==> config.mk <==
export PLATFORM = sky130hd
export DESIGN_NAME = state_log_shifter
export DESIGN_NICKNAME = d
export VERILOG_FILES = /design/src/rtl/state_log_shifter_pkg.sv /design/src/rtl/state_log_shifter.sv
export SDC_FILE = /design/constraint.sdc
export NUM_CORES = 1
export LEC_CHECK = 0
export CORE_MARGIN = 2
export CORE_UTILIZATION = 40
export CTS_BUF_LIST = sky130_fd_sc_hd__clkbuf_4
export CTS_CLUSTER_SIZE = 25
export DETAILED_ROUTE_END_ITERATION = 6
export PLACE_DENSITY = 0.62
export SYNTH_ARGS = -nofsm -noshare
export SYNTH_HDL_FRONTEND = slang
export SYNTH_SLANG_ARGS = --single-unit
==> constraint.sdc <==
create_clock -name iClk -period 2.3 [get_ports iClk]
set_clock_uncertainty 0.2 [all_clocks]
set_input_delay 0.46 -clock iClk [delete_from_list [all_inputs] [get_ports iClk]]
set_output_delay 0.46 -clock iClk [all_outputs]
set_load 0.01 [all_outputs]
==> src/rtl/state_log_shifter_pkg.sv <==
// rtl/state_log_shifter_pkg.sv - shared types and constants for the debug state logger readout
package state_log_shifter_pkg;

    // Readout sequencer states
    typedef enum logic [1:0] {
        ST_IDLE  = 2'd0,
        ST_LOAD  = 2'd1,
        ST_SHIFT = 2'd2,
        ST_DONE  = 2'd3
    } shifter_state_e;

    // Sync byte that opens every frame, sent MSB-first
    localparam logic [7:0] DEFAULT_HEADER = 8'hA5;

    // Frame length in bits: header byte, {curr, prev} per channel, one parity bit
    function automatic int frame_bits(input int num_ch);
        return 2 * num_ch + 9;
    endfunction

endpackage

==> src/rtl/state_log_shifter.sv <==
// rtl/state_log_shifter.sv - snapshots logger {curr, prev} pairs and serialises them on a clock/data/frame link
module state_log_shifter
    import state_log_shifter_pkg::*;
#(
    parameter int         NUM_CH         = 16,
    parameter logic [7:0] HEADER         = DEFAULT_HEADER,
    parameter bit         CLR_AFTER_READ = 1'b1
) (
    input  logic              iClk,
    input  logic              iRst_n,
    input  logic              iStart,
    input  logic              iAbort,
    input  logic              iShiftEn,
    input  logic [NUM_CH-1:0] iPrevSt,
    input  logic [NUM_CH-1:0] iCurrSt,
    output logic              oClear,
    output logic              oSclk,
    output logic              oSdo,
    output logic              oFrame,
    output logic              oBusy,
    output logic              oDone
);

    localparam int NBITS  = frame_bits(NUM_CH);
    localparam int DATA_W = 2 * NUM_CH;
    localparam int IDX_W  = $clog2(NBITS);
    localparam logic [IDX_W-1:0] LAST_IDX = IDX_W'(NBITS - 1);
    localparam logic [IDX_W-1:0] IDX_ONE  = IDX_W'(1);

    shifter_state_e   state_q, state_d;
    logic             sclk_q, sclk_d;
    logic             phase_q, phase_d;
    logic [IDX_W-1:0] idx_q, idx_d;
    logic [NBITS-1:0] sr_q, sr_d;

    logic [DATA_W-1:0] data_vec;
    logic [NBITS-1:0]  load_vec;

    // Interleave channels so channel 0 current state leaves first, followed by its prev state
    always_comb begin
        data_vec = '0;
        for (int k = 0; k < NUM_CH; k++) begin
            data_vec[DATA_W-1-2*k] = iCurrSt[k];
            data_vec[DATA_W-2-2*k] = iPrevSt[k];
        end
    end

    // Whole frame pre-built so SHIFT only has to shift left; parity covers data only
    assign load_vec = {HEADER, data_vec, ^data_vec};

    // State, serial clock phase, bit index and shift register
    always_ff @(posedge iClk or negedge iRst_n) begin
        if (!iRst_n) begin
            state_q <= ST_IDLE;
            sclk_q  <= 1'b0;
            phase_q <= 1'b0;
            idx_q   <= '0;
            sr_q    <= '0;
        end else begin
            state_q <= state_d;
            sclk_q  <= sclk_d;
            phase_q <= phase_d;
            idx_q   <= idx_d;
            sr_q    <= sr_d;
        end
    end

    // Next-state logic; abort takes priority over a coincident bit tick
    always_comb begin
        state_d = state_q;
        sclk_d  = sclk_q;
        phase_d = phase_q;
        idx_d   = idx_q;
        sr_d    = sr_q;
        unique case (state_q)
            ST_IDLE: begin
                sclk_d  = 1'b0;
                phase_d = 1'b0;
                if (iStart) begin
                    state_d = ST_LOAD;
                end
            end
            ST_LOAD: begin
                if (iAbort) begin
                    state_d = ST_IDLE;
                end else begin
                    // Loggers clear on this same edge, so this captures pre-clear values
                    sr_d    = load_vec;
                    idx_d   = '0;
                    phase_d = 1'b0;
                    sclk_d  = 1'b0;
                    state_d = ST_SHIFT;
                end
            end
            ST_SHIFT: begin
                if (iAbort) begin
                    sclk_d  = 1'b0;
                    phase_d = 1'b0;
                    state_d = ST_IDLE;
                end else if (iShiftEn) begin
                    if (!phase_q) begin
                        sclk_d  = 1'b1;
                        phase_d = 1'b1;
                    end else begin
                        sclk_d  = 1'b0;
                        phase_d = 1'b0;
                        if (idx_q == LAST_IDX) begin
                            state_d = ST_DONE;
                        end else begin
                            idx_d = idx_q + IDX_ONE;
                            sr_d  = {sr_q[NBITS-2:0], 1'b0};
                        end
                    end
                end
            end
            ST_DONE: begin
                sclk_d  = 1'b0;
                state_d = ST_IDLE;
            end
            default: begin
                state_d = ST_IDLE;
            end
        endcase
    end

    // Outputs decoded from registers only, so an async reset drops them at once
    assign oFrame = (state_q == ST_SHIFT);
    assign oSclk  = sclk_q & (state_q == ST_SHIFT);
    assign oSdo   = sr_q[NBITS-1] & (state_q == ST_SHIFT);
    assign oBusy  = (state_q != ST_IDLE);
    assign oDone  = (state_q == ST_DONE);
    assign oClear = (state_q == ST_LOAD) & CLR_AFTER_READ;

endmodule

### Yosys cells after proc, flatten, opt, wreduce, memory -nomap -nowiden

Cells that the tools add are included.

| storage, ports and cells | value |
|---|---|
| register bits after elaboration | 51 |
| latch bits | 0 |
| memory bits (writable) | 0 |
| bits in read-only memories | 0 |
| bits of input ports | 37 |
| output and inout bits | 6 |
| logic and storage cells | 56 |
| memories kept | 0 |

| cells by class | value |
|---|---|
| add/subtract/negate cells | 1 |
| multiply operators | 0 |
| div/mod/pow operators | 0 |
| magnitude comparators | 0 |
| equality and inequality tests | 13 |
| shift operators | 0 |
| muxes and demuxes | 25 |
| bitwise gates (word level) | 2 |
| reductions and logical operators | 10 |

Operators with widths:

| kind | count |
|---|---|
| 41-bit two-way mux | 5 |
| 41-bit one-hot mux with 2 select lines | 1 |
| 32-bit XOR reduction | 1 |
| 6-bit two-way mux | 5 |
| 2-bit two-way mux | 6 |
| 6-bit one-hot mux with 2 select lines | 1 |
| 2-bit inequality test (second input constant) | 5 |
| 2-bit one-hot mux with 4 select lines | 1 |
| 6-bit by 1-bit adder with 6-bit output (second input constant) | 1 |
| 6-bit == test (second input constant) | 1 |
| 3-bit by 2-bit inequality test with 1-bit output (second input constant) | 2 |
| 1-bit one-hot mux with 3 select lines | 2 |
| 6-bit AND reduction | 1 |
| 2-bit == test (second input constant) | 2 |
| 1-bit two-way mux | 4 |
| 4-bit AND reduction | 1 |
| 2-bit nonzero test | 2 |
| 3-bit inequality test (second input constant) | 1 |
| 3-bit AND reduction | 1 |
| 3-bit nonzero test | 1 |
| 1-bit bitwise AND | 2 |
| 2-bit by 1-bit == test with 1-bit output (second input constant) | 1 |
| 2-bit logical NOT | 1 |
| 2-bit by 1-bit inequality test with 1-bit output (second input constant) | 1 |
| 2 further kinds | 2 |

### Longest topological paths before layout

Gate-level depths: netlist of the first run.

| depth | value |
|---|---|
| depth in word-level cells | 6 |
| mapped depth | 10 |
| depth with buffers taken out | 7 |

### Least setup slack after synthesis of the first run

No wires, ideal clock.

| timing path | value |
|---|---|
| kind | register to register |
| start | register idx_q[0] |
| end | register sr_q[27] |
| setup time | 123 ps |
| arrival time | 1691 ps |
| data required time | 1977 ps |
| slack | 287 ps |
| cell stages (with the launch flop) | 10 |
| path buffers | 2 |
| period minus slack after synthesis | 2013 ps |
| path through | dfrtp_1 inv_1 ha_1 nand3_2 a41oi_2 or2_1 buf_6 buf_6 or3_1 o221a_2 |

| between the ends | value |
|---|---|
| cells in the longest elaborated chain, start to end | 3 |

RTL lines:

| what | RTL line | RTL |
|---|---|---|
| from (decl) | state_log_shifter.sv:33 | `logic [IDX_W-1:0] idx_q, idx_d;` |
| from (signal assigned) | state_log_shifter.sv:63 | `idx_q <= idx_d;` |
| 6-bit == test | state_log_shifter.sv:107 | `if (idx_q == LAST_IDX) begin` |
| 2-bit inequality test (no source line) | -- |  |
| 6-bit AND reduction (no source line) | -- |  |
| to (signal assigned) | state_log_shifter.sv:64 | `sr_q <= sr_d;` |
| to (decl) | state_log_shifter.sv:34 | `logic [NBITS-1:0] sr_q, sr_d;` |

Every way passes these cells.
A chain may end at the register's enable or synchronous reset.

### Worst setup path in the final report of the first run

| timing path | value |
|---|---|
| start | register state_q[0] |
| end | output oDone |

| between the ends | value |
|---|---|
| cells in the longest elaborated chain, start to end | 1 |

RTL lines:

| what | RTL line | RTL |
|---|---|---|
| from (decl) | state_log_shifter.sv:30 | `shifter_state_e state_q, state_d;` |
| from (signal assigned) | state_log_shifter.sv:60 | `state_q <= state_d;` |
| 2-bit == test | state_log_shifter.sv:131 | `assign oDone = (state_q == ST_DONE);` |
| to (decl) | state_log_shifter.sv:21 | `output logic oDone` |

Every way passes these cells.

==> metrics.md, run 1 <==
| Metric | Value |
|---|---|
| Max FO, Critical Path | 4 |
| Total iterations of the first detailed-routing run | 5 |
| Dominant cell by count in the synthesized netlist | sky130_fd_sc_hd__dfrtp_1 |
| Slew Viols, Final | 0 |
| Post-detailed-placement half-perimeter wirelength | 3547 um |
| Pre-CTS worst setup slack | -77.08 ps |
| Largest family of logic cells by synthesized area | compound AO/OA/AOI/OAI gates |
| Setup total negative slack | 0 ps |
| Height of the die | 85.07 um |
| Warnings, synthesis | 0 |
| Distinct cell type count after synthesis | 33 |
| CTS H-tree lvls | 2 |
| Cell Count, Final, Fillers Out | 351 |
| Area added between synthesis and finish | 24.32% |
| Fin util | 0.5147 |
| End of the worst hold path | sr_q[39]$_DFFE_PN0P_ |
| Final-report hold violation count | 0 |
| Critical path class | flip-flop to output pin |
| Reg-to-reg endpoint | idx_q[3]$_DFFE_PN0P_ |
| Top_reg_cell synth | sky130_fd_sc_hd__dfrtp_1 |
| Fraction of the mapped netlist area in simple logic gates | 0.1356 |
| Slowest cell on the critical path | sky130_fd_sc_hd__clkdlybuf4s50_1 |
| Top cells by instance count after synthesis | sky130_fd_sc_hd__dfrtp_1 (51), sky130_fd_sc_hd__o221a_2 (32), sky130_fd_sc_hd__or3_1 (32), sky130_fd_sc_hd__xnor2_1 (27), sky130_fd_sc_hd__clkbuf_1 (8) |
| Starting density of the core | 0.4140 |
| Gate count of the mapped netlist | 224 |
| Total Power | 2.423 mW |
| Syn nets | 263 |
| Via count of the first global-routing pass | 1919 |
| CTS tree | done |
| Synth Cell Area | 0.002629 sq mm |
| Clk sink count | 51 |
| All-Layer GR Usage | 0.1572 |
| Post-Synth Adder-Cell Area | 0.009519 |
| GP Congestion | 0.7336 |
| Total die area | 0.007236 sq mm |
| Sequential cell area fraction in the yosys report | 0.4855 |
| Worst min-delay path category | flip-flop to flip-flop |
| Clk root buf | sky130_fd_sc_hd__clkbuf_4 |
| Worst Slack Setup Final | 111.0 ps |
| Antenna Nets Post-Route | 0 |
| Port bufs | 42 |
| Portion of synthesized cell area occupied by the leading cell type | 0.4855 |
| Critical hold path startpoint | sr_q[38]$_DFFE_PN0P_ |
| Leakage power figure | 1.287 nW |
| Synth area leaders | sky130_fd_sc_hd__dfrtp_1 (49%), sky130_fd_sc_hd__o221a_2 (14%), sky130_fd_sc_hd__xnor2_1 (9.0%) |
| Number of nets in the finished design | 312 |
| Clock-pin slew reported for the worst setup and hold paths after clock tree synthesis | 140 ps |
| Transition time at the pin with the least slew margin | 404.3 ps |
| Largest net degree at the start of global routing | 52 |
| Post-Syn Area per Cell | 11.74 sq um |
| Maximum achievable frequency | 0.4568 GHz |
| Multiplexer share of the synthesized area | 0.003808 |
| Outcome | finished, final reports clean |
| Maximum vdd drop | 0.3059 mV |
| Peak per-stage delay on the critical path | 470 ps |
| Number of cells traversed by the worst hold path | 1 |
| Crit path max-delay family | buffers and inverters |
| Finished layout cell area | 0.003268 sq mm |
| Unrepaired setup endpoints after global routing | no |
| Startpoint class of the critical path | flip-flop |
| Average wire length per cell after detail routing | 15.28 um |
| Number of enable flip-flop cells after synthesis | 0 |
| Final period utilization | 0.9517 |
| Number of ports placed on the die boundary | 43 |
| Number of failing setup endpoints in the final timing report | 0 |
| Number of placed instances with taps included | 337 |
| Fraction of final layout cells with drive strength greater than 1 | 0.2372 |
| Max Cap Viol | 0 |
| XOR/XNOR share of the synthesized area | 0.1033 |
| Routed via count | 1955 |
| Endpoint required time on the critical path | 1640 ps |
| Core Box Area | 0.006350 sq mm |
| Buffers from clock root to sink, at most | 2 |
| Cells along the critical path | buf_4 > and2_1 > clkdlybuf4s50_1 |
| Buffers & Inverters on Critical Path | 2 |
| Worst-skew pair later-pin latency | 360 ps |
| Placed Instance Area | 0.003154 sq mm |
| Crit path arrival time | 1530 ps |
| DRC | 0 |
| Worst reg2reg path startpoint | idx_q[0]$_DFFE_PN0P_ |
| Filler cell count | 581 |
| Number of design-rule violations left by the first detailed-router iteration | 142 |
| CTS Buf Count | 5 |
| Global-route wire length before repair | 9163 um |
| Synthesized-area fraction occupied by ao, oa, aoi and oai cells | 0.2128 |
| R2r worst-path depth | 9 |
| Diode count | 0 |
| Worst Hold Slack | 312.8 ps |
| Post-synthesis cell type with the largest combined area | sky130_fd_sc_hd__dfrtp_1 |
| Min Clock Period, post-route | 2189 ps |
| Site row count | 29 |
| Vias per cell | 5.570 |
| Setup crit end kind | output pin |
| Asr flop ratio synth | 1.000 |
| Antenna violations before repair | 0 |
| Remaining max-slew budget at the tightest pin | 0.7305 |
| Reg2Reg Setup Slack | 180 ps |
| Aggregate routed wire length | 5365 um |
| Floorplan die width | 85.07 um |
| Pwr dens | 741.3 mW/mm^2 |
| Register bit count reported by yosys | 51 |
| Global route total overflow | 0 |
-- worst register-to-register path: stages (launching register included) --
cell and delay (ps):
sky130_fd_sc_hd__dfrtp_1 440, sky130_fd_sc_hd__inv_1 60, sky130_fd_sc_hd__ha_1 210, sky130_fd_sc_hd__nand3_2 90, sky130_fd_sc_hd__a41oi_2 130, sky130_fd_sc_hd__or2_1 260, sky130_fd_sc_hd__buf_12 170, sky130_fd_sc_hd__buf_4 180
sky130_fd_sc_hd__o21ai_0 160, sky130_fd_sc_hd__o21ai_0 110
-- cell type report --
class	instances	area, sq um	area share
Sequential cell	51	1276	0.3905
Multi-Input combinational cell	151	1226	0.3752
Timing Repair Buffer	59	588.1	0.1799
Tap cell	77	96.34	0.02948
Clock buffer	6	45.04	0.01378
Inverter	5	23.77	0.007274
Clock inverter	2	12.51	0.003828
-- routing by layer --
metal  wire (um)  GRT usage  vias to the layer above
met3         268    0.03405                        8
met5           0          0                        -
li1            -          -                      944
met4         102    0.05195                        0
met2        2435     0.2514                       54
met1        2559     0.2134                      949
-- how the worst max path moves through the flow --
| stage | from | endpoint | slack (ps) | depth (start not counted) |
|---|---|---|---|---|
| floorplan | idx_q[0]$_DFFE_PN0P_ | sr_q[27]$_DFFE_PN0P_ | 290 | 9 |
| global placement | iPrevSt[15] | sr_q[0]$_DFFE_PN0P_ | 1 | 7 |
| detailed placement | iPrevSt[15] | sr_q[0]$_DFFE_PN0P_ | -80 | 7 |
| CTS | state_q[0]$_DFFE_PN0P_ | oClear | 20 | 3 |
| global route | state_q[1]$_DFFE_PN0P_ | oSdo | 40 | 5 |
| finish | state_q[0]$_DFFE_PN0P_ | oDone | 110 | 3 |
-- cell families (layout without fill, tap and decap cells) --
| kind of cell | count (synthesis) | in the layout |
|---|---|---|
| simple gates | 59 | 59 |
| compound gates | 58 | 58 |
| flops | 51 | 51 |
| xor+xnor | 31 | 31 |
| buf+inv | 22 | 72 |
| fa+ha+maj | 2 | 2 |
| mux | 1 | 1 |
-- power by group --
group          total [mW]  switching (mW)  internal (mW)  leakage [nW]
clock network       0.398           0.267          0.130        0.0317
logic               0.728           0.264          0.463         0.662
registers            1.30           0.159           1.14         0.593
-- flip-flops by register name, indices dropped and copies added (netlist names) --
register  count
idx_q         6
sr_q         41
sclk_q        1
phase_q       1
state_q       2
-- placed cells by master (no fill, tap or decap), drive strengths merged --
cell	count
nor2	7
inv	4
a31oi	1
clkdlybuf4s50	36
o211ai	1
buf	17
nor3b	1
clkinv	2
mux2i	1
a22o	5
o41ai	2
and2b	1
o21ai	7
clkbuf	6
dlygate4sd2	2
xnor2	27
or2	1
clkinvlp	1
or3	32
o221a	32
nand3	4
nand2	5
dfrtp	51
and2	4
and3	1
a41oi	1
ha	2
o22a	4
dlymetal6s2s	3
nand2b	3
xor2	4
dlygate4sd3	1
o31ai	4
o21bai	1
-- timing repair --
action / 4_1_cts / 5_1_grt
gates resized for setup: 3 / 4
hold endpoints to repair: 51 / 0
hold buffers: 1 / 0
setup endpoints to repair: 4 / 3
setup buffers: 4 / 1
No activity file was read; power rests on OpenSTA's default activity.
==> run 2, diff against run 1 <==
--- a/config.mk
+++ b/config.mk
@@ -7,7 +7,7 @@
 export LEC_CHECK = 0
 export CORE_MARGIN = 2
 export CORE_UTILIZATION = 40
-export CTS_BUF_LIST = sky130_fd_sc_hd__clkbuf_4
+export CTS_BUF_LIST = sky130_fd_sc_hd__clkbuf_16
 export CTS_CLUSTER_SIZE = 25
 export DETAILED_ROUTE_END_ITERATION = 6
 export PLACE_DENSITY = 0.62
==> run 2 against run 1 <==
  * Clock power is 74% higher
  * Critical endpoint is now oSclk
  * Global-route usage is 0.21 points lower
  * Maximum frequency is 1.5% lower
  * Critical path type unchanged
  * Via count is 2.3% lower
  * Critical path depth is 1 higher
==> metrics.md, run 2 (same netlist as run 1, synthesis figures left out) <==
| Metric | Value |
|---|---|
| Outcome | finished, final reports clean |
| P_int | 1.998 mW (+15%) |
| Antenna Nets Post-Route | 0 (unchanged) |
| Vias per cell | 5.489 (-1.5%) |
| Met1 capacity usage during global routing | 0.2003 (-0.01318) |
| Fin util | 0.5235 (+0.008867) |
| Floorplan die width | 85.07 um (unchanged) |
| Final period utilization | 0.9662 (+0.01452) |
| Remaining max-slew budget at the tightest pin | 0.7311 (about the same) |
| Part of the power in registers | 0.480 (-0.056) |
| Global-route track usage on met2 | 0.2592 (+0.007813) |
| CTS Buf Count | 5 (unchanged) |
| Met3 Track Usage GR | 0.02626 (-0.007782) |
| Number of failing setup endpoints in the final timing report | 0 (unchanged) |
| Max FO, Critical Path | 8 (+4) |
| Most common library cell in the layout ignoring fill and taps | sky130_fd_sc_hd__dfrtp_1 |
| Maximum vdd drop | 0.3240 mV (+5.9%) |
| Area added between synthesis and finish | 26.46% |
| Min Clock Period, post-route | 2222 ps (+33.40 ps) |
| Unrepaired setup endpoints after global routing | no |
| Combinational cell fraction of total power | 0.264 (-0.036) |
| Fraction of power spent switching nets | 0.2630 (-0.02192) |
| Buffers from clock root to sink, at most | 2 (unchanged) |
| Post-detailed-placement half-perimeter wirelength | 3547 um (unchanged) |
| Slew Viols, Final | 0 (unchanged) |
| Largest net degree at the start of global routing | 52 (unchanged) |
| Cell Count, Final, Fillers Out | 348 (-0.85%) |
| All-Layer GR Usage | 0.1552 (-0.002055) |
| Port bufs | 42 (unchanged) |
| Area taken by flip-flops and latches | 0.001276 sq mm (unchanged) |
| Average wire length per cell after detail routing | 15.00 um (-1.9%) |
| DRC | 0 (unchanged) |
| Pwr dens | 815.4 mW/mm^2 (+10%) |
| Register with the most flip-flops | sr_q |
| Aggregate routed wire length | 5219 um (-2.7%) |
| GP Congestion | 0.7336 (unchanged) |
| Global route total overflow | 0 (unchanged) |
| Clock-pin slew reported for the worst setup and hold paths after clock tree synthesis | 60 ps (-80 ps) |
| Final-report hold violation count | 0 (unchanged) |
| Startpoint class of the critical path | flip-flop |
| Number of placed instances with taps included | 337 (unchanged) |
| Global-route wire length before repair | 9025 um (-1.5%) |
| Starting density of the core | 0.4140 (unchanged) |
| Multi-input gate area | 0.001224 sq mm (-0.20%) |
| Filler cell count | 574 (-1.2%) |
| Diode count | 0 (unchanged) |
| Flip-flop count of the largest register, all copies and words added | 41 (unchanged) |
| Clk root buf | sky130_fd_sc_hd__clkbuf_16 |
| Worst min-delay path category | flip-flop to flip-flop |
| Site row count | 29 (unchanged) |
| CTS H-tree lvls | 2 (unchanged) |
| Clk sink count | 51 (unchanged) |
| Height of the die | 85.07 um (unchanged) |
| Leakage power figure | 1.276 nW (-0.80%) |
| Via count of the first global-routing pass | 1946 (+1.4%) |
| Reg2Reg Setup Slack | 200 ps (+20 ps) |
| Endpoint required time on the critical path | 1640 ps (about the same) |
| Transition time at the pin with the least slew margin | 403.3 ps (-0.9246 ps) |
| Setup crit end kind | output pin |
| Total iterations of the first detailed-routing run | 4 (-1) |
| Number of nets in the finished design | 309 (-0.96%) |
| Largest registers | sr_q x41, idx_q x6, state_q x2 |
| Fraction of final layout cells with drive strength greater than 1 | 0.2214 (-0.01582) |
| Routed via count | 1910 (-2.3%) |
| Net Switching | 712.9 uW (+3.3%) |
| Most used cells in the layout excluding fill and tap cells | sky130_fd_sc_hd__dfrtp_1 (51), sky130_fd_sc_hd__clkdlybuf4s50_1 (40), sky130_fd_sc_hd__or3_1 (32), sky130_fd_sc_hd__o221a_2 (32), sky130_fd_sc_hd__xnor2_1 (27) |
| Number of design-rule violations left by the first detailed-router iteration | 98 (-31%) |
| GRT busiest layer | met2 |
| Antenna violations before repair | 0 (unchanged) |
| Worst-skew pair later-pin latency | 280 ps (-80 ps) |
| Max Cap Viol | 0 (unchanged) |
| Maximum achievable frequency | 0.4500 GHz (-1.5%) |
| Critical path class | flip-flop to output pin |
| Crit path arrival time | 1560 ps (+30 ps) |
| Total die area | 0.007236 sq mm (unchanged) |
| Core Box Area | 0.006350 sq mm (unchanged) |
| Clock power share | 0.255 (+0.091) |
| Number of ports placed on the die boundary | 43 (unchanged) |
| CTS tree | done |
## run 2: area by class of cell
cell class | instances | share of cell area
sequential | 51 | 0.3839
multi-input combinational | 151 | 0.3681
timing repair buffer | 56 | 0.1694
clock buffer | 5 | 0.03764
tap | 77 | 0.02898
inverter | 5 | 0.007151
clock inverter | 3 | 0.004893
## run 2: metrics by stage
step                TNS (ps)  instance area [sq um]  worst slack, ps  power, mW  hold slack [ps]
floorplan                  0                   2629            286.7      1.791           -35.59
global placement           0                   3154            1.467      2.016            271.7
detailed placement    -93.10                   3154           -77.08      2.033            267.2
CTS                        0                   3313            38.32      2.737            297.2
global route               0                   3324            2.515      2.865            320.3
finish                     0                   3324            77.63      2.711            295.7
## run 2: final timing paths
check	from	to	cells after the start
max	state_q[0]$_DFFE_PN0P_	oSclk	4
min	sr_q[38]$_DFFE_PN0P_	sr_q[39]$_DFFE_PN0P_	1
max reg2reg	idx_q[0]$_DFFE_PN0P_	idx_q[3]$_DFFE_PN0P_	9
min reg2reg	sr_q[38]$_DFFE_PN0P_	sr_q[39]$_DFFE_PN0P_	1
max in group asynchronous	iRst_n	idx_q[4]$_DFFE_PN0P_	3
min in group asynchronous	iRst_n	sr_q[5]$_DFFE_PN0P_	3
## run 2: repair_timing
item | 4_1_cts | 5_1_grt
hold buffers | 1 | 0
endpoints found under the setup margin | 2 | 3
gates resized for setup | 0 | 2
hold endpoints to repair | 51 | 0
setup buffers | 1 | 1
pin swaps | 0 | 0
## run 2: per-layer routing
| metal | vias to the layer above | part of all wire |
|---|---|---|
| li1 | 933 | - |
| met1 | 928 | 0.48 |
| met2 | 40 | 0.46 |
| met5 | - | 0 |
| met4 | 0 | 0.018 |
| met3 | 9 | 0.037 |
## run 2: critical path, stage by stage, from the launching register on
cell and delay (ps):
sky130_fd_sc_hd__dfrtp_1 390, sky130_fd_sc_hd__nand2b_4 170, sky130_fd_sc_hd__clkinv_4 80, sky130_fd_sc_hd__and2_1 120
sky130_fd_sc_hd__clkdlybuf4s50_1 520
## run 2: power by group through the flow
stage | Sequential [mW] | Clock (mW) | Combinational, mW
floorplan | 1.26 | 0 | 0.533
global placement | 1.31 | 0 | 0.706
detailed placement | 1.31 | 0 | 0.724
CTS | 1.30 | 0.713 | 0.723
global route | 1.33 | 0.745 | 0.787
finish | 1.30 | 0.692 | 0.717
